**config.mk**
```make
export PLATFORM = sky130hd
export DESIGN_NAME = shift_stage
export DESIGN_NICKNAME = d
export VERILOG_FILES = /design/src/rtl/shift_pkg.sv /design/src/rtl/sll.sv /design/src/rtl/shift_stage.sv
export SDC_FILE = /design/constraint.sdc
export NUM_CORES = 1
export LEC_CHECK = 0
export CORE_UTILIZATION = 32
export CTS_CLUSTER_DIAMETER = 120
export DETAILED_ROUTE_END_ITERATION = 12
export PLACE_DENSITY = 0.57
export SYNTH_ARGS = -nofsm -noshare
export SYNTH_HDL_FRONTEND = slang
export SYNTH_SLANG_ARGS = --single-unit
```
**constraint.sdc**
```tcl
create_clock -name i_clk -period 8.8 [get_ports i_clk]
set_input_delay 1.32 -clock i_clk [delete_from_list [all_inputs] [get_ports i_clk]]
set_output_delay 1.32 -clock i_clk [all_outputs]
set_load 0.01 [all_outputs]
```
**src/rtl/shift_pkg.sv**
```systemverilog
// Shared definitions for the shift execution stage: operand widths, op
// encoding, the buffered result entry and a bit-reversal helper.
package shift_pkg;

  localparam int XLEN       = 32;
  localparam int SHAMT_W    = 5;
  localparam int REG_ADDR_W = 5;

  typedef enum logic [1:0] {
    SHIFT_SLL  = 2'b00,
    SHIFT_SRL  = 2'b01,
    SHIFT_SRA  = 2'b10,
    SHIFT_RSVD = 2'b11
  } shift_op_e;

  typedef struct packed {
    logic [XLEN-1:0]       result;
    logic [REG_ADDR_W-1:0] rd_addr;
  } entry_t;

  function automatic logic [XLEN-1:0] bit_rev(input logic [XLEN-1:0] v);
    logic [XLEN-1:0] r;
    for (int i = 0; i < XLEN; i++) begin
      r[i] = v[XLEN-1-i];
    end
    return r;
  endfunction

endpackage

```
**src/rtl/sll.sv**
```systemverilog
// Combinational logarithmic left shifter with zero fill; stage i shifts by
// 2**i when shamt[i] is set.
module sll
  import shift_pkg::*;
(
  input  logic [XLEN-1:0]    data,
  input  logic [SHAMT_W-1:0] shamt,
  output logic [XLEN-1:0]    result
);

  logic [XLEN-1:0] stage [SHAMT_W+1];

  assign stage[0] = data;

  for (genvar i = 0; i < SHAMT_W; i++) begin : g_stage
    localparam int SH = 1 << i;
    assign stage[i+1] = shamt[i] ? {stage[i][XLEN-1-SH:0], {SH{1'b0}}} : stage[i];
  end

  assign result = stage[SHAMT_W];

endmodule

```
**src/rtl/shift_stage.sv**
```systemverilog
// Shift execution stage: one shared left shifter serves SLL/SRL/SRA through
// reversal/inversion muxes, with results queued in a small in-order buffer.
module shift_stage
  import shift_pkg::*;
#(
  parameter int DEPTH = 2
) (
  input  logic                  i_clk,
  input  logic                  i_rst_n,
  input  logic                  i_flush,
  input  logic                  i_valid,
  output logic                  o_ready,
  input  logic [XLEN-1:0]       i_operand_a,
  input  logic [XLEN-1:0]       i_operand_b,
  input  logic [1:0]            i_op,
  input  logic [REG_ADDR_W-1:0] i_rd_addr,
  output logic                  o_valid,
  input  logic                  i_ready,
  output logic [XLEN-1:0]       o_result,
  output logic [REG_ADDR_W-1:0] o_rd_addr
);

  localparam int PTR_W = (DEPTH > 1) ? $clog2(DEPTH) : 1;
  localparam int CNT_W = $clog2(DEPTH + 1);

  // ---------------------------------------------------------------------------
  // Datapath
  // ---------------------------------------------------------------------------
  shift_op_e       op;
  logic            invert;
  logic [XLEN-1:0] pre;
  logic [XLEN-1:0] shifted;
  logic [XLEN-1:0] result;
  logic            unused_b_hi;

  assign op          = shift_op_e'(i_op);
  assign unused_b_hi = ^i_operand_b[XLEN-1:SHAMT_W];
  // An arithmetic right shift of a negative value is the complement of a
  // logical right shift of the complemented value.
  assign invert      = (op == SHIFT_SRA) && i_operand_a[XLEN-1];

  // NOTE: every always_comb output gets a default first so no path leaves it
  // unassigned, which would otherwise infer a latch.
  always_comb begin
    pre = i_operand_a;
    case (op)
      SHIFT_SRL: pre = bit_rev(i_operand_a);
      SHIFT_SRA: pre = bit_rev(invert ? ~i_operand_a : i_operand_a);
      default:   pre = i_operand_a;
    endcase
  end

  sll u_sll (
    .data   (pre),
    .shamt  (i_operand_b[SHAMT_W-1:0]),
    .result (shifted)
  );

  always_comb begin
    result = i_operand_a;
    case (op)
      SHIFT_SLL: result = shifted;
      SHIFT_SRL: result = bit_rev(shifted);
      SHIFT_SRA: result = invert ? ~bit_rev(shifted) : bit_rev(shifted);
      default:   result = i_operand_a;
    endcase
  end

  // ---------------------------------------------------------------------------
  // Result buffer
  // ---------------------------------------------------------------------------
  entry_t           mem [DEPTH];
  entry_t           new_entry;
  entry_t           head_nxt;
  logic [PTR_W-1:0] rd_ptr, wr_ptr, rd_ptr_nxt;
  logic [CNT_W-1:0] count, count_nxt;
  logic             accept, pop;

  function automatic logic [PTR_W-1:0] ptr_inc(input logic [PTR_W-1:0] p);
    return (p == PTR_W'(DEPTH - 1)) ? '0 : p + PTR_W'(1);
  endfunction

  assign o_ready   = (count < CNT_W'(DEPTH));
  assign accept    = i_valid && o_ready && !i_flush;
  assign pop       = o_valid && i_ready && !i_flush;
  assign new_entry = '{result: result, rd_addr: i_rd_addr};

  always_comb begin
    rd_ptr_nxt = pop ? ptr_inc(rd_ptr) : rd_ptr;
    count_nxt  = count;
    case ({accept, pop})
      2'b10:   count_nxt = count + CNT_W'(1);
      2'b01:   count_nxt = count - CNT_W'(1);
      default: count_nxt = count;
    endcase
    // The next head is the entry being written this edge when the read
    // pointer lands on the write slot (empty buffer, or accept+pop at one).
    head_nxt = (accept && (rd_ptr_nxt == wr_ptr)) ? new_entry : mem[rd_ptr_nxt];
  end

  // NOTE: storage carries no reset; its contents are only observed through
  // count/pointers, which are reset, so clearing the array buys nothing.
  always_ff @(posedge i_clk) begin
    if (accept) begin
      mem[wr_ptr] <= new_entry;
    end
  end

  // NOTE: sequential state uses non-blocking assignments only, so every
  // register samples pre-edge values regardless of statement order.
  // Reset is synchronous: it is sampled here on the clock edge, never in the
  // sensitivity list, so no output moves asynchronously with i_rst_n.
  always_ff @(posedge i_clk) begin
    if (!i_rst_n) begin
      count     <= '0;
      rd_ptr    <= '0;
      wr_ptr    <= '0;
      o_valid   <= 1'b0;
      o_result  <= '0;
      o_rd_addr <= '0;
    end else if (i_flush) begin
      count   <= '0;
      rd_ptr  <= '0;
      wr_ptr  <= '0;
      o_valid <= 1'b0;
    end else begin
      if (accept) begin
        wr_ptr <= ptr_inc(wr_ptr);
      end
      rd_ptr  <= rd_ptr_nxt;
      count   <= count_nxt;
      o_valid <= (count_nxt != '0);
      if (count_nxt != '0) begin
        o_result  <= head_nxt.result;
        o_rd_addr <= head_nxt.rd_addr;
      end
    end
  end

endmodule

```
# Word level (Yosys, flattened, before mapping)
# Memories as Yosys holds them, arrays and structs flattened. A register that Yosys moved wholly into a read port is not among the register bits.
# Index checks and enable logic that the tools add are counted.
[totals]
reg_bits = 5
ramBits = 74
input_bits = 76
output_inout_bits = 39
mem_count = 1
[mem_list]
columns = ["name", "depth", "width", "read_ports", "rd_ports_with_merged_regs", "wr", "line_no", "text"]
rows = [
  ["mem", 2, 37, 1, 1, 1, "shift_stage.sv:72", "entry_t mem [DEPTH];"],
]
[op_classes]
n_addsub = 4
n_lt_le_gt_ge = 1
eq_ne = 4
muxes = 15
n_bitwise = 4
reduce_logical = 11
[op_table]
columns = ["operator", "count"]
rows = [
  ["32-bit 2-to-1 mux", 7],
  ["32-bit case mux with 3 select lines", 1],
  ["32-bit inverter", 2],
  ["32-bit case mux with 2 select lines", 1],
  ["1-bit logical AND", 5],
  ["1-bit 2-to-1 mux", 5],
  ["2-bit by 1-bit equality test with 1-bit output (second input constant)", 2],
  ["2-bit equality test (second input constant)", 2],
  ["2-bit case mux with 2 select lines", 1],
  ["1-bit adder (second input constant)", 2],
  ["2-bit by 1-bit adder with 2-bit output (second input constant)", 1],
  ["1-bit logical NOT", 2],
  ["2-bit logical NOT", 1],
  ["2-bit less-than comparator (second input constant)", 1],
  ["1-bit inverter", 2],
  ["2-bit AND reduction", 1],
  ["2-bit nonzero test", 1],
  ["2-bit OR reduction", 1],
  ["2-bit by 1-bit subtractor with 2-bit output (second input constant)", 1],
]

# Depth between registers and ports, before layout
[logic_depth]
depth_word = 12
depth_mapped = 14
mapped_depth_nobuf = 12

# Modules after synthesis
# From an unflattened synthesis, not the netlist that was laid out.
[unflattened]
cells_unflattened = 819
area_unflattened_um2 = 8075.2
[by_module_without_submodules]
columns = ["mod", "n_inst", "cells_per_inst", "area_per_inst_um2", "seq_area_each_um2"]
rows = [
  ["shift_stage", 1, 636, 6301.0, 3062.9],
  ["sll", 1, 183, 1774.2, 0.0],
]

# Worst setup path after synthesis
# Ideal clock, no wire load.
[synth_timing]
kind = "input port to flip-flop"
startpoint = "input i_op[0]"
endpoint = "memory mem[0][6] (netlist bit), data pin"
arrival_ns = 3.822
t_required_ns = 8.536
slack_ns = 4.714
cell_stages = 11
path_buffers = 3
cell_sequence = "inv_1 > ha_1 > buf_2 > buf_2 > buf_1 > mux4_2 > a22o_1 > mux2_2 > a2bb2oi_1 > and2_1 > o311a_1"
[synth_via]
elab_chain_cells = 12
[synth_lines]
columns = ["element", "line_no", "text"]
rows = [
  ["from (decl)", "shift_stage.sv:15", "input logic [1:0] i_op,"],
  ["2-bit equality test", "shift_stage.sv:40, shift_stage.sv:46, shift_stage.sv:61", ""],
  ["1-bit logical AND", "shift_stage.sv:40", "assign invert = (op == SHIFT_SRA) && i_operand_a[XLEN-1];"],
  ["32-bit 2-to-1 mux", "shift_stage.sv:48", "SHIFT_SRA: pre = bit_rev(invert ? ~i_operand_a : i_operand_a);"],
  ["32-bit case mux with 2 select lines", "shift_stage.sv:46", "case (op)"],
  ["32-bit 2-to-1 mux (5 in a row)", "sll.sv:17", "assign stage[i+1] = shamt[i] ? {stage[i][XLEN-1-SH:0], {SH{1'b0}}} : stage[i];"],
  ["32-bit inverter", "shift_stage.sv:64", "SHIFT_SRA: result = invert ? ~bit_rev(shifted) : bit_rev(shifted);"],
  ["32-bit 2-to-1 mux", "shift_stage.sv:64", ""],
  ["32-bit case mux with 3 select lines (*)", "shift_stage.sv:61", "case (op)"],
  ["net result[1]", "shift_stage.sv:33", "logic [XLEN-1:0] result;"],
  ["to (decl)", "shift_stage.sv:72", ""],
]
# Mark *: on every way through the listed nets, which the timed path passes. The rest lies on a longest branch.

# Final worst setup path
[layout_timing]
startpoint = "input i_op[0]"
endpoint = "memory mem[0][24] (netlist bit), data pin"
# The elaborated chain is that of the path after synthesis.

==> summary.txt <==
Worst-Skew Late Latency -> 410 ps
drt pass-1 iters -> 5
ANT nets after route -> 0
die height -> 168 um
GRT overflow -> 0
vias -> 8456
top cell family by delay on the critical path -> compound AO/OA/AOI/OAI gates
Syn Area/Cell -> 8.88 um^2
Synth top area share -> 25.1%
io pins -> 115
initial antenna violation count -> 1
DRC violations left -> 0
Post-synth EDFFs -> 74
Layout Skew -> 9.99 ps
port buffer count -> 87
final-report hold violation count -> 0
crit-path cells -> clkdlybuf4s50_1, inv_1, ha_1, buf_4, nand3b_1, a21oi_1, a211oi_1, o21ai_0, o21ai_0, mux2i_1, a21oi_1, a221oi_1, a21oi_1
peak supply drop -> 0.000129 V
Finished Layout Cells -> 1427
Die Wd -> 168 um
outcome -> finished, final reports clean
sequential area share after synthesis -> 34.5%
Yosys top cell by area -> edfxtp_1
Tot GR Track Use -> 22.8%
Setup CP Type -> primary input to register
vias in the first global route -> 7837
setup TNS -> 0 ps
CTS Buf Count -> 17
hold_buf cts -> 0
setup repair bufs after CTS -> 0
period utilization -> 69.3%
Cell Rows -> 60
Max-Cap Viols -> 0
clock tree buffer depth -> 2
Fill cells -> 2748
Mapped Cells -> 999
Pwr Total -> 1.76 mW
CP max stage delay -> 650 ps
DIE AREA -> 28400 um^2
prevailing post-synth register cell -> edfxtp_1
Critical Path End Type -> register
iteration-0 DRC count of the detailed router -> 992
slowest stage cell, crit path -> nand3b_1
top cells by area, synth -> edfxtp_1 25%, mux2i_1 10%, dfxtp_1 9.5%, a21oi_1 4.9%, nor2_1 3.8%
crit-path max FO -> 26
largest net degree at the start of global routing -> 52
CP arrival -> 6220 ps
post-DR vias/cell -> 5.93
area grow syn2layout -> 19.8%
reg2reg start -> count[1]
clock sink count -> 116
asr flop ratio synth -> 0%
pwr dens -> 165 nW/um^2
initial core utilization -> 32.7%
crit-path most repeated cell -> a21oi_1
post-CTS resize count -> 0
RSZ-0062 raised after global routing -> no
Worst setup SP type -> primary input
routed len/inst -> 22.9 um
Ys Warns -> 0
placed cell count -> 1395
Core Footprint -> 27100 um^2
Routability Congestion -> 0.997
Final nets -> 1124
Slew Viols, Final -> 0
f_max -> 164 MHz
mapped cell area -> 8870 um^2
Netlist cell types -> 77
#FFs+latches synth -> 116
clock tree from TritonCTS -> done
crit path time final -> 6100 ps
CTS H-tree lvls -> 4
Hold/Removal Path Class -> register to register
Least-Margin Pin Slew -> 1100 ps
Post-DP HPWL -> 23.7 mm
LEAKAGE -> 3.95 nW
proportion of layout cells with a drive suffix above 1 -> 8.72%
CTS root buf -> clkbuf_16
Net Count, Synth -> 1081
hold_sp -> o_result[8]
Post-Route WL -> 32.6 mm
Buf+Inv Stages, Crit Path -> 3
Antenna diodes -> 0
CP required -> 8920 ps
CTS clock-pin slew for the worst setup and hold paths -> 50 ps
final core occ -> 39.2%
Worst Setup SP -> i_op[0]
Rel. slew slack -> 26.4%
final setup vio count -> 0
first-pass GRT wire length -> 48.6 mm
==> placed cells by master (no fill, tap or decap), types with 13 or more instances in the layout <==
cell | netlist | final
a211oi_1 | 36 | 36
a21oi_1 | 87 | 87
a31oi_1 | 14 | 14
buf_4 | 7 | 19
clkbuf_16 | 0 | 19
clkdlybuf4s50_1 | 0 | 86
dfxtp_1 | 42 | 42
edfxtp_1 | 74 | 74
inv_1 | 21 | 21
mux2_2 | 14 | 14
mux2i_1 | 92 | 92
nand2_1 | 67 | 67
nand2b_1 | 13 | 13
nand3_1 | 24 | 23
nor2_1 | 90 | 88
nor3_1 | 27 | 27
o21ai_0 | 45 | 45
o31ai_1 | 15 | 15
==> worst min-delay path: cells and delay by family (launching register included) <==
| family | cells | cell delay [ps] |
|---|---|---|
| AND/OR/NAND/NOR | 1 | 50 |
| AO/OA/AOI/OAI | 1 | 50 |
| flip-flops | 1 | 310 |
==> kinds of logic after synthesis <==
group,after synthesis,synth area share (%)
adders and majority gates,6,0.847
xor gates and xnor gates,19,1.88
AOI/OAI and AO/OA,354,27.5
and+or+nand+nor,278,14.7
muxes,119,15.3
DFF,116,34.5
buffers and inverters,107,5.22
==> registers in the layout (all words and copies together) (netlist names) <==
name / count
count: 2
o_rd_addr: 5
mem: 74
o_result: 32
o_valid: 1
wr_ptr: 1
rd_ptr: 1
==> per-layer routing <==
metal / vias up / routed length [um] / part of all wire (%) / track usage (%)
met5: - / 0 / 0 / 0
met4: 0 / 943 / 2.9 / 8.30
met3: 53 / 2280 / 7.0 / 3.20
met2: 354 / 14600 / 45 / 35.6
met1: 4109 / 14800 / 45 / 32.1
li1: 3940 / - / - / -
==> worst paths after layout <==
path	end	slack [ps]	depth (start not counted)
max	mem[0][24]	2700	13
min reg2reg	o_result[8]	450	2
min	o_result[8]	450	2
max reg2reg	o_result[29]	5100	9
==> through the flow <==
stage | hold slack (ps) | setup WS [ps] | instance area (um^2)
global route | 475 | 2560 | 10600
CTS | 456 | 2790 | 10600
floorplan | 476 | 4710 | 8870
global placement | 444 | 2450 | 10000
detailed placement | 448 | 2430 | 10000
finish | 453 | 2700 | 10600
==> power breakdown <==
group / switching, mW / internal, mW
registers: 0.00897 / 0.611
logic: 0.286 / 0.169
clock network: 0.259 / 0.424
total: 0.554 / 1.20
==> final cells by class <==
cell class | count | area [um^2] | area share, %
clock buffer | 19 | 475 | 4.48
clock inverter | 13 | 123 | 1.15
inverter | 25 | 93.8 | 0.883
multi-input combinational | 776 | 5390 | 50.8
sequential | 116 | 3060 | 28.8
tap | 372 | 465 | 4.38
timing repair buffer | 106 | 1010 | 9.49
==> synth_stat cells (all sizes together), types with 8 or more instances <==
master / number
nor3: 27
nor2: 90
o21a: 11
mux4: 12
mux2i: 92
mux2: 15
o21ai: 55
a31oi: 14
a21o: 8
a211o: 8
nand2: 67
nor2b: 10
xnor2: 12
nand2b: 13
a21oi: 87
and3: 10
clkbuf: 60
o31ai: 15
and2: 12
or2: 9
inv: 22
nand3: 24
o22ai: 12
edfxtp: 74
o2bb2ai: 12
dfxtp: 42
a311oi: 10
a211oi: 37
buf: 22
No activity file was read; power rests on OpenSTA's default activity.
